File: src/rtl/shift_reg_pkg.sv
// Shared types for the universal shift register: transfer modes, FSM states
// and serial direction encodings.
package shift_reg_pkg;

   typedef enum logic [1:0] {
      PIPO = 2'b00,
      SIPO = 2'b01,
      PISO = 2'b10,
      SISO = 2'b11
   } mode_e;

   typedef enum logic [1:0] {
      IDLE  = 2'b00,
      SHIFT = 2'b01,
      DONE  = 2'b10
   } state_e;

   localparam logic MSB_FIRST = 1'b0;
   localparam logic LSB_FIRST = 1'b1;

endpackage

File: src/rtl/bit_cnt.sv
// Bit counter framing one serial transfer: synchronous clear, count enable,
// terminal-count flag when the count reaches DW-1.
module bit_cnt #(
   parameter  int DW = 8,
   localparam int CW = $clog2(DW)
) (
   input  logic clk,
   input  logic rst,
   input  logic clr_i,
   input  logic en_i,
   output logic tc_o
);

   localparam logic [CW-1:0] TC = CW'(DW - 1);

   logic [CW-1:0] cnt_q;
   logic [CW-1:0] cnt_d;

   always_comb begin
      cnt_d = cnt_q;
      if (clr_i) begin
         cnt_d = '0;
      end else if (en_i) begin
         cnt_d = cnt_q + CW'(1);
      end
   end

   always_ff @(posedge clk or negedge rst) begin
      if (!rst) begin
         cnt_q <= '0;
      end else begin
         cnt_q <= cnt_d;
      end
   end

   assign tc_o = (cnt_q == TC);

endmodule

File: src/rtl/univ_shift_reg.sv
// Universal shift register: PIPO/SIPO/PISO/SISO transfers with per-transfer
// direction, framed by an IDLE/SHIFT/DONE FSM and a bit counter.
module univ_shift_reg
   import shift_reg_pkg::*;
#(
   parameter  int DW = 8,
   localparam int CW = $clog2(DW)
) (
   input  logic          clk,
   input  logic          rst,
   input  logic          enb,
   input  logic          i_start,
   input  logic [1:0]    i_mode,
   input  logic          i_dir,
   input  logic          i_serial,
   input  logic [DW-1:0] i_data,
   output logic [DW-1:0] o_data,
   output logic          o_serial,
   output logic          o_busy,
   output logic          o_done
);

   state_e        state_q, state_d;
   logic          dir_q, dir_d;
   logic [DW-1:0] data_q, data_d;
   logic          cnt_clr;
   logic          cnt_en;
   logic          cnt_tc;
   logic [DW-1:0] shifted;

   bit_cnt #(
      .DW (DW)
   ) u_bit_cnt (
      .clk   (clk),
      .rst   (rst),
      .clr_i (cnt_clr),
      .en_i  (cnt_en),
      .tc_o  (cnt_tc)
   );

   // i_serial always fills the vacated end, so SIPO/PISO/SISO share one shift path
   assign shifted = (dir_q == MSB_FIRST) ? {data_q[DW-2:0], i_serial}
                                         : {i_serial, data_q[DW-1:1]};

   always_comb begin
      state_d = state_q;
      dir_d   = dir_q;
      data_d  = data_q;
      cnt_clr = 1'b0;
      cnt_en  = 1'b0;
      case (state_q)
         IDLE: begin
            if (enb && i_start) begin
               dir_d   = i_dir;
               cnt_clr = 1'b1;
               // mode only steers the start action, so it needs no register
               case (mode_e'(i_mode))
                  PIPO: begin
                     data_d  = i_data;
                     state_d = DONE;
                  end
                  PISO: begin
                     data_d  = i_data;
                     state_d = SHIFT;
                  end
                  default: state_d = SHIFT;
               endcase
            end
         end
         SHIFT: begin
            if (enb) begin
               data_d = shifted;
               if (cnt_tc) begin
                  state_d = DONE;
               end else begin
                  cnt_en = 1'b1;
               end
            end
         end
         DONE:    state_d = IDLE;
         default: state_d = IDLE;
      endcase
   end

   always_ff @(posedge clk or negedge rst) begin
      if (!rst) begin
         state_q <= IDLE;
         dir_q   <= MSB_FIRST;
         data_q  <= '0;
      end else begin
         state_q <= state_d;
         dir_q   <= dir_d;
         data_q  <= data_d;
      end
   end

   assign o_data   = data_q;
   assign o_serial = (dir_q == MSB_FIRST) ? data_q[DW-1] : data_q[0];
   assign o_busy   = (state_q != IDLE);
   assign o_done   = (state_q == DONE);

endmodule

File: config.mk
export PLATFORM = sky130hd
export DESIGN_NAME = univ_shift_reg
export DESIGN_NICKNAME = d
export VERILOG_FILES = /design/src/rtl/shift_reg_pkg.sv /design/src/rtl/bit_cnt.sv /design/src/rtl/univ_shift_reg.sv
export SDC_FILE = /design/constraint.sdc
export NUM_CORES = 1
export LEC_CHECK = 0
export ABC_AREA = 1
export BUFFER_PORTS_ARGS = -buffer_cell sky130_fd_sc_hd__buf_2
export CORE_MARGIN = 2
export CORE_UTILIZATION = 45
export DETAILED_ROUTE_END_ITERATION = 10
export PLACE_DENSITY_LB_ADDON = 0.2
export SETUP_SLACK_MARGIN = 0.4
export SLEW_MARGIN = 0
export SYNTH_ARGS = -nofsm -noshare
export SYNTH_HDL_FRONTEND = slang
export SYNTH_SLANG_ARGS = --single-unit
File: constraint.sdc
create_clock -name clk -period 1.2 [get_ports clk]
set_input_delay 0 -clock clk [delete_from_list [all_inputs] [get_ports clk]]
set_output_delay 0 -clock clk [all_outputs]
set_load 0.02 [all_outputs]
# ---- Word-level counts from Yosys, hierarchy flattened
# Index checks and enable logic that the tools add are counted.
dict set report word_totals {
  ff_bits 14
  romBits 0
  latchBits 0
  elab_cells 41
  out_inout_bits 11
  inputBits 16
  mem_bits_rw 0
  n_memories 0
}
dict set report op_classes {
  n_bitwise 0
  shifts 0
  multipliers 0
  magnitude_cmp 0
  add_sub_neg 1
  n_mux 18
  reduce_logical 10
  eq_ne 8
  div_mod_pow 0
}
# operator count
set op_table {}
lappend op_table {{8-bit 2-to-1 mux} 4}
lappend op_table {{8-bit case mux with 2 select lines} 1}
lappend op_table {{2-bit 2-to-1 mux} 4}
lappend op_table {{2-bit != test (second input constant)} 4}
lappend op_table {{1-bit 2-to-1 mux} 6}
lappend op_table {{3-bit 2-to-1 mux} 2}
lappend op_table {{2-bit nonzero test} 3}
lappend op_table {{2-bit equality test (second input constant)} 2}
lappend op_table {{2-bit zero test} 2}
lappend op_table {{2-bit case mux with 2 select lines} 1}
lappend op_table {{4-bit AND reduction} 1}
lappend op_table {{3-bit by 1-bit adder with 3-bit output (second input constant)} 1}
lappend op_table {{3-bit equality test (second input constant)} 1}
lappend op_table {{3-bit AND reduction} 1}
lappend op_table {{2-bit by 1-bit equality test with 1-bit output (second input constant)} 1}
lappend op_table {{2-bit AND reduction} 1}
lappend op_table {{2-bit OR reduction} 1}
lappend op_table {{1-bit logical AND} 1}

# ---- Longest topological paths before layout
# Gate-level depths: netlist (run 1).
dict set report depth {
  ltp_word 6
  ltp_mapped 8
  depth_no_buf 7
}

# ---- Cells and area by module
# Synthesis (run 1) repeated with hierarchy kept, for this count alone.
dict set report hier_totals {
  cells_unflattened 135
  hier_area_um2 863.3
}
# mod area_each_um2 seq_area_each_um2 instances cells_per_inst
set modules_own_cells {}
lappend modules_own_cells {univ_shift_reg 711.9 275.3 1 118}
lappend modules_own_cells {bit_cnt 151.4 75.1 1 17}

# ---- Worst setup path after synthesis (run 1)
# OpenSTA, ideal clock, no wires.
dict set report synth_timing {
  kind {flip-flop to flip-flop}
  start {register u_bit_cnt.cnt_q[0]}
  end {register u_bit_cnt.cnt_q[0]}
  setup_slack_ns 0.032
  stages_incl_launch_ff 7
  arrival_time_ns 1.050
  period_less_slack_ns 1.168
  path_buffers 0
  t_required_ns 1.082
  setup_ns 0.118
  path_cell_list {dfrtp_1 ha_1 ha_1 inv_1 nand3_2 nand3_1 nand2_1}
}
dict set report synth_via {
  elab_chain_cells 5
  word_cells_on_any_way 8
  classes_between {add/sub (1); eq/ne (1); mux (5); reduce/logical (1)}
}
# element line
set synth_lines {}
lappend synth_lines {{start, declared} bit_cnt.sv:16} ;# logic [CW-1:0] cnt_q;
lappend synth_lines {{start signal, assigned} bit_cnt.sv:32} ;# cnt_q <= cnt_d;
lappend synth_lines {{3-bit equality test} bit_cnt.sv:36} ;# assign tc_o = (cnt_q == TC);
lappend synth_lines {{1-bit 2-to-1 mux} univ_shift_reg.sv:73} ;# if (cnt_tc) begin
lappend synth_lines {{1-bit 2-to-1 mux} univ_shift_reg.sv:71} ;# if (enb) begin
lappend synth_lines {{1-bit 2-to-1 mux} univ_shift_reg.sv:51} ;# case (state_q)
lappend synth_lines {{2-bit nonzero test (no source line)} --}
# Parallel ways exist; a longest one is shown, timed or not. The select of a mux whose other input is x is not followed.
# A chain may end at the register's enable or synchronous reset.

# ---- Final worst setup path (run 1)
# Same ends and word-level chain as after synthesis.

==> impl_metrics.json, run 1 <==
{
  "track_usage": 0.224,
  "critPathArrivalTime_ns": 1.40,
  "grt_overflow": 0,
  "die_h_um": 48.8,
  "top_usage_layer": "met2",
  "drt.antenna.violating_nets": 0,
  "power.density_nw_per_um2": 2720,
  "use_met1": 0.290,
  "postLayoutSetupSlackWorst_ns": 0.0201,
  "hold_viol": 0,
  "synth_cells": 137,
  "dp_slack_ns": 0.0103,
  "yosysTopAreaCell": "dfrtp_1",
  "die_w_um": 48.8,
  "core_sq_um": 1920,
  "grt_max_degree": 15,
  "num-nets-final": 200,
  "fin_crit_sh": 0.983,
  "cp-start-kind": "flip-flop",
  "via_per_inst": 4.68,
  "p_sw_frac": 0.479,
  "vias": 973,
  "finalSetupViolations": 0,
  "pwr-share-clk": 0.076,
  "slew_headroom": 0.778,
  "synth_seq_area_share": 0.388,
  "hold_class": "input pin to flip-flop",
  "max_stage_delay_ns": 0.39,
  "tightest_slew_ns": 0.333,
  "yosysUniqueCellTypes": 19,
  "syn_avg_cell_area_sq_um": 6.58,
  "max-cap-violations": 0,
  "critical_path.slowest_cell": "dfrtp_1",
  "synth.area.top_cells": "dfrtp_1, nand2_1, nand3_1, ha_1, nor2_8",
  "cts_tree": "yes",
  "clk_latency_ns": 0.28,
  "post-route-util": 0.730,
  "syn_nets": 155,
  "pwr-share-comb": 0.668,
  "drv_slew": 0,
  "first_pass_iters": 4,
  "syn_area_sq_um": 902,
  "crit_required_ns": 1.42,
  "drive_above_1_share": 0.414,
  "cts_sinks": 14,
  "ys_warn_count": 0,
  "ios": 27,
  "ys_ff_latch": 14,
  "synth_top_area_share": 0.388,
  "grt_pass1_wl_mm": 4.20,
  "post-route-min-period_ns": 1.18,
  "ff2ff_setup_slack_ns": 0.02,
  "layout_common_cells": "nand2_1, buf_2, buf_6",
  "cts.reportedPaths.clkPinSlew_ns": 0.09,
  "fillers": 164,
  "cts_buffers": 3,
  "power_w": 0.00382,
  "htreeDepth": 1,
  "die-area_sq_um": 2380,
  "grt_pass1_vias": 953,
  "critPathCaptureType": "flip-flop",
  "drt-initial-drc-count": 24,
  "final_area_sq_um": 1400,
  "crit_family": "flip-flops",
  "fmax_ghz": 0.848,
  "place_area_sq_um": 1120,
  "clockBufferDepth": 2,
  "cts_root_buffer": "clkbuf_4",
  "grtUsageMet2": 0.393,
  "p_leak_nw": 0.772,
  "hpwl_mm": 1.49,
  "path_cells": "ha_2, ha_4, nor3_4, nand3_1, nand2_1",
  "gp_congestion": 0.811,
  "intPower_w": 0.00199,
  "finalWirelength_mm": 2.32,
  "crit_fanout": 3,
  "skew_ns": 0.000908,
  "power_switching_w": 0.00183,
  "drc": 0,
  "antenna_found_initial": 0,
  "wire_per_inst_um": 11.2,
  "met3_usage": 0.0399,
  "std_cell_rows": 16,
  "insertedDiodeCount": 0,
  "power_frac_seq": 0.257,
  "ir_drop_v": 0.00146,
  "final_common_cell": "nand2_1",
  "crit_buf_inv": 0,
  "rsz0062_at_grt": "true",
  "syn_to_final_growth_pct": 55.5,
  "numPortBuffers": 26,
  "criticalPathCategory": "flip-flop to flip-flop",
  "start_util": 0.469,
  "status": "complete, no violations"
}
[per-layer routing]
metal / share of wire / vias up
met1: 0.48 / 428
met2: 0.46 / 35
li1: - / 508
met5: 0 / -
met3: 0.053 / 2
met4: 0.0052 / 0
[final timing paths]
| path | to | from | cells after the start |
|---|---|---|---|
| setup / recovery | u_bit_cnt.cnt_q[0]$_DFFE_PN0P_ | u_bit_cnt.cnt_q[0]$_DFFE_PN0P_ | 5 |
| hold / removal | o_data[1]$_DFFE_PN0P_ | i_data[1] | 5 |
| setup reg to reg | u_bit_cnt.cnt_q[0]$_DFFE_PN0P_ | u_bit_cnt.cnt_q[0]$_DFFE_PN0P_ | 5 |
| hold reg to reg | u_bit_cnt.cnt_q[1]$_DFFE_PN0P_ | u_bit_cnt.cnt_q[1]$_DFFE_PN0P_ | 2 |
| max in group asynchronous | dir_q$_DFFE_PN0P_ | rst | 2 |
| min in group asynchronous | state_q[1]$_DFFE_PN0P_ | rst | 2 |
[logic make-up after synthesis]
family | count (synthesis) | synth area share
fa+ha+maj | 2 | 0.0277
compound gates | 3 | 0.0194
buf+inv | 10 | 0.0458
simple gates | 108 | 0.519
flops | 14 | 0.388
[through the flow]
| step | cells | hold slack (ns) | TNS (ns) |
|---|---|---|---|
| 2_1_floorplan | 137 | -0.296 | 0 |
| 3_3_place_gp | 192 | -0.0821 | 0 |
| 3_5_place_dp | 192 | -0.0743 | 0 |
| 4_1_cts | 205 | 0.00980 | 0 |
| 5_1_grt | 208 | 0.0364 | -0.430 |
| 6_report | 208 | 0.0106 | 0 |
[state kept, by name, indices dropped and copies added (netlist names)]
name and cells:
o_data 8, u_bit_cnt.cnt_q 3, state_q 2, dir_q 1
[final cells by class]
type,count,area (sq um),share of cell area
repair buffers,41,328,0.234
inverters,9,43.8,0.0312
clock buffers,4,26.3,0.0187
well taps,27,33.8,0.0241
flip-flops and latches,14,354,0.252
multi-input cells,113,617,0.440
[what timing repair did]
action,in CTS,in global routing
gates cloned,0,0
setup buffers,7,3
pin swaps,4,9
resized for setup,28,18
hold buffers,2,0
setup endpoints to repair,25,25
endpoints found under the hold margin,15,0
[synthesized netlist by cell type, drive strengths merged]
library cell and number:
buf 1, o21ai 1, a21oi 1, nand4 1, o211ai 1, dfrtp 14
nand2 92, nor3 1, inv 9, ha 2, nor2 7, nand3 7
[power groups by stage]
stage / registers, W / logic [W] / clock network [W]
after CTS: 0.000955 / 0.00228 / 0.000292
after global routing: 0.00103 / 0.00284 / 0.000312
after global placement: 0.000928 / 0.00180 / 0
after floorplan: 0.00104 / 0.00122 / 0
final: 0.000980 / 0.00255 / 0.000288
after detailed placement: 0.000938 / 0.00184 / 0
[tightest hold or removal path, delay by kind of cell]
family / cells / cell delay [ns]
AND/OR/NAND/NOR: 4 / 0.18
buffers and inverters: 1 / 0.07
No activity file was read; power rests on OpenSTA's default activity.
==> run 2, diff against run 1 <==
ABC_AREA = unset   (was 1)
CORE_UTILIZATION = 43   (was 45)
==> run 2 against run 1 <==
Register-to-register slack lost 0.17 ns. Fmax shrank 13%. Power shrank 13%. Largest power group unchanged. Wire length grew 7.6%. Critical endpoint unchanged. Clock skew is essentially flat. The run now ends with setup timing left. Non-clock buffer count grew 18. Worst setup slack lost 0.17 ns. Core utilization grew 9.1 points.
==> impl_metrics.json, run 2 <==
{
  "status": "finished with violations",
  "failed_checks": "setup timing",
  "drt-initial-drc-count": 40,
  "hold_class": "input pin to flip-flop",
  "yosysTopAreaCell": "dfrtp_1",
  "wire_per_inst_um": 15.8,
  "syn_nets": 90,
  "std_cell_rows": 15,
  "ys_ff_latch": 14,
  "core_sq_um": 1760,
  "fin_crit_sh": 1.13,
  "rr_endpoint": "u_bit_cnt.cnt_q[0]$_DFFE_PN0P_",
  "hpwl_mm": 1.56,
  "final_area_sq_um": 1450,
  "syn_avg_cell_area_sq_um": 11.3,
  "ios": 27,
  "postLayoutSetupSlackWorst_ns": -0.153,
  "hold_ws_ns": 0.0830,
  "gp_congestion": 0.782,
  "drt.antenna.violating_nets": 0,
  "finalSetupViolations": 15,
  "start_util": 0.462,
  "synth_seq_area_share": 0.429,
  "drv_slew": 0,
  "syn_area_sq_um": 816,
  "drive_above_1_share": 0.526,
  "criticalPathCategory": "flip-flop to flip-flop",
  "slew_headroom": 0.759,
  "synth_ff_type": "dfrtp_1",
  "syn_to_final_growth_pct": 77.5,
  "critPathArrivalTime_ns": 1.52,
  "ir_drop_v": 0.00161,
  "clockBufferDepth": 2,
  "crit-reg2reg-launch": "u_bit_cnt.cnt_q[1]$_DFFE_PN0P_",
  "rsz0062_at_grt": "true",
  "cp-start-kind": "flip-flop",
  "die_w_um": 47.6,
  "min_path_cells": 4,
  "layout_common_cells": "buf_6, buf_2, buf_4",
  "synth_cells": 72,
  "post-route-min-period_ns": 1.35,
  "async_reset_ff_frac": 1.00,
  "synth-edff-count": 0,
  "cts_root_buffer": "clkbuf_4",
  "grt_pass1_vias": 850,
  "finalWirelength_mm": 2.50,
  "hold_viol": 0,
  "min-delay-start": "i_serial",
  "htreeDepth": 1,
  "clk_latency_ns": 0.27,
  "cts_sinks": 14,
  "r2r_cells": 5,
  "synth_common_cells": "dfrtp_1, nor2_1, a221o_1, mux2i_1, a22o_1",
  "ys_warn_count": 0,
  "cts_buffers": 3,
  "fillers": 117,
  "antenna_found_initial": 0,
  "grt_max_degree": 15,
  "grt_overflow": 0,
  "dp_slack_ns": -0.154,
  "first_pass_iters": 4,
  "max-cap-violations": 0,
  "place_inst": 132,
  "vias": 821,
  "cts.reportedPaths.clkPinSlew_ns": 0.10,
  "fmax_ghz": 0.739,
  "tightest_slew_ns": 0.362,
  "crit_fanout": 6,
  "die-area_sq_um": 2260,
  "critPathCaptureType": "flip-flop",
  "cts_tree": "yes",
  "num-nets-final": 152,
  "synth.area.top_cells": "dfrtp_1, a221o_1, mux2i_1, nor2_1, a22o_1",
  "synth.most_common_cell": "dfrtp_1",
  "final_common_cell": "buf_6",
  "grt_pass1_wl_mm": 3.91,
  "largest_reg_flops": 8,
  "die_h_um": 47.6,
  "power.density_nw_per_um2": 2300,
  "yosysUniqueCellTypes": 28,
  "drc": 0,
  "numPortBuffers": 26,
  "skew_ns": 0.00127,
  "min_to": "o_data[0]$_DFFE_PN0P_",
  "crit_required_ns": 1.37,
  "via_per_inst": 5.20,
  "place_area_sq_um": 1080,
  "track_usage": 0.246,
  "ff2ff_setup_slack_ns": -0.15,
  "fin_cells": 158,
  "p_leak_nw": 0.693,
  "insertedDiodeCount": 0,
  "synth_top_area_share": 0.429
}
==> run 2: cell count changes in the layout (fill, tap and decap cells not counted), moves of 3 or more <==
cell           change
nand2_2           -10
inv_2              -4
nand2_1           -75
a221o_1            +8
nand2_4            -3
nand3_1            -4
a22o_1             +4
buf_6              +5
buf_4              +4
nor2_1             +6
mux2i_1            +8
dlygate4sd3_1      +8
==> run 2: how the worst max path moves through the flow <==
stage | from | end | cells past startpoint
after floorplan | u_bit_cnt.cnt_q[0]$_DFFE_PN0P_ | u_bit_cnt.cnt_q[0]$_DFFE_PN0P_ | 5
after global placement | u_bit_cnt.cnt_q[1]$_DFFE_PN0P_ | u_bit_cnt.cnt_q[0]$_DFFE_PN0P_ | 5
after detailed placement | u_bit_cnt.cnt_q[1]$_DFFE_PN0P_ | u_bit_cnt.cnt_q[1]$_DFFE_PN0P_ | 5
after CTS | u_bit_cnt.cnt_q[1]$_DFFE_PN0P_ | u_bit_cnt.cnt_q[0]$_DFFE_PN0P_ | 5
after global routing | u_bit_cnt.cnt_q[1]$_DFFE_PN0P_ | u_bit_cnt.cnt_q[0]$_DFFE_PN0P_ | 5
final | u_bit_cnt.cnt_q[1]$_DFFE_PN0P_ | u_bit_cnt.cnt_q[0]$_DFFE_PN0P_ | 5
==> run 2: power by group <==
group          total (W)  internal, W  switching (W)  leakage (nW)
Clock           0.000350     0.000184       0.000166        0.0210
Sequential      0.000899     0.000673       0.000227         0.177
Combinational    0.00207      0.00122       0.000857         0.495
Total            0.00332      0.00207        0.00125         0.693
==> run 2: metal layers <==
metal,GRT usage,vias up,share of wire
li1,-,395,-
met1,0.332,393,0.45
met2,0.403,27,0.50
met3,0.0415,6,0.036
met4,0.0757,0,0.018
met5,0,-,0
==> run 2: cells by family after synthesis <==
kind of cell    count (synthesis)  share of synthesized area
buf+inv                         2                     0.0153
mux                            10                      0.126
simple gates                   26                      0.196
compound gates                 18                      0.202
flops                          14                      0.429
fa+ha+maj                       2                     0.0307
==> run 2: critical path, cell delays in order, from the launching register on <==
cell and delay (ns):
dfrtp_1 0.38, ha_2 0.20, ha_4 0.18, nor3b_4 0.05, mux2_4 0.26, a22o_1 0.18
==> run 2: area by class of cell <==
type,count,area [sq um],area share
Sequential cell,14,352,0.243
Multi-Input combinational cell,56,514,0.355
Timing Repair Buffer,59,514,0.355
Clock buffer,4,36.3,0.0251
Tap cell,25,31.3,0.0216
==> run 2: timing repair <==
item                                    in CTS  in global routing
resized for setup                           37                  3
cloned                                       0                  0
endpoints found under the setup margin      25                 25
hold buffers                                10                  0
buffers inserted                             9                  3
hold endpoints to repair                    23                  0
pin swaps                                    5                  2
==> run 2: metrics by stage <==
step / utilization / setup TNS, ns / power (W)
final: 0.821 / -0.840 / 0.00332
after global routing: 0.821 / -1.71 / 0.00353
after CTS: 0.804 / -0.736 / 0.00321
after detailed placement: 0.611 / -0.413 / 0.00230
after global placement: 0.611 / -0.105 / 0.00223
after floorplan: - / -0.135 / 0.00182
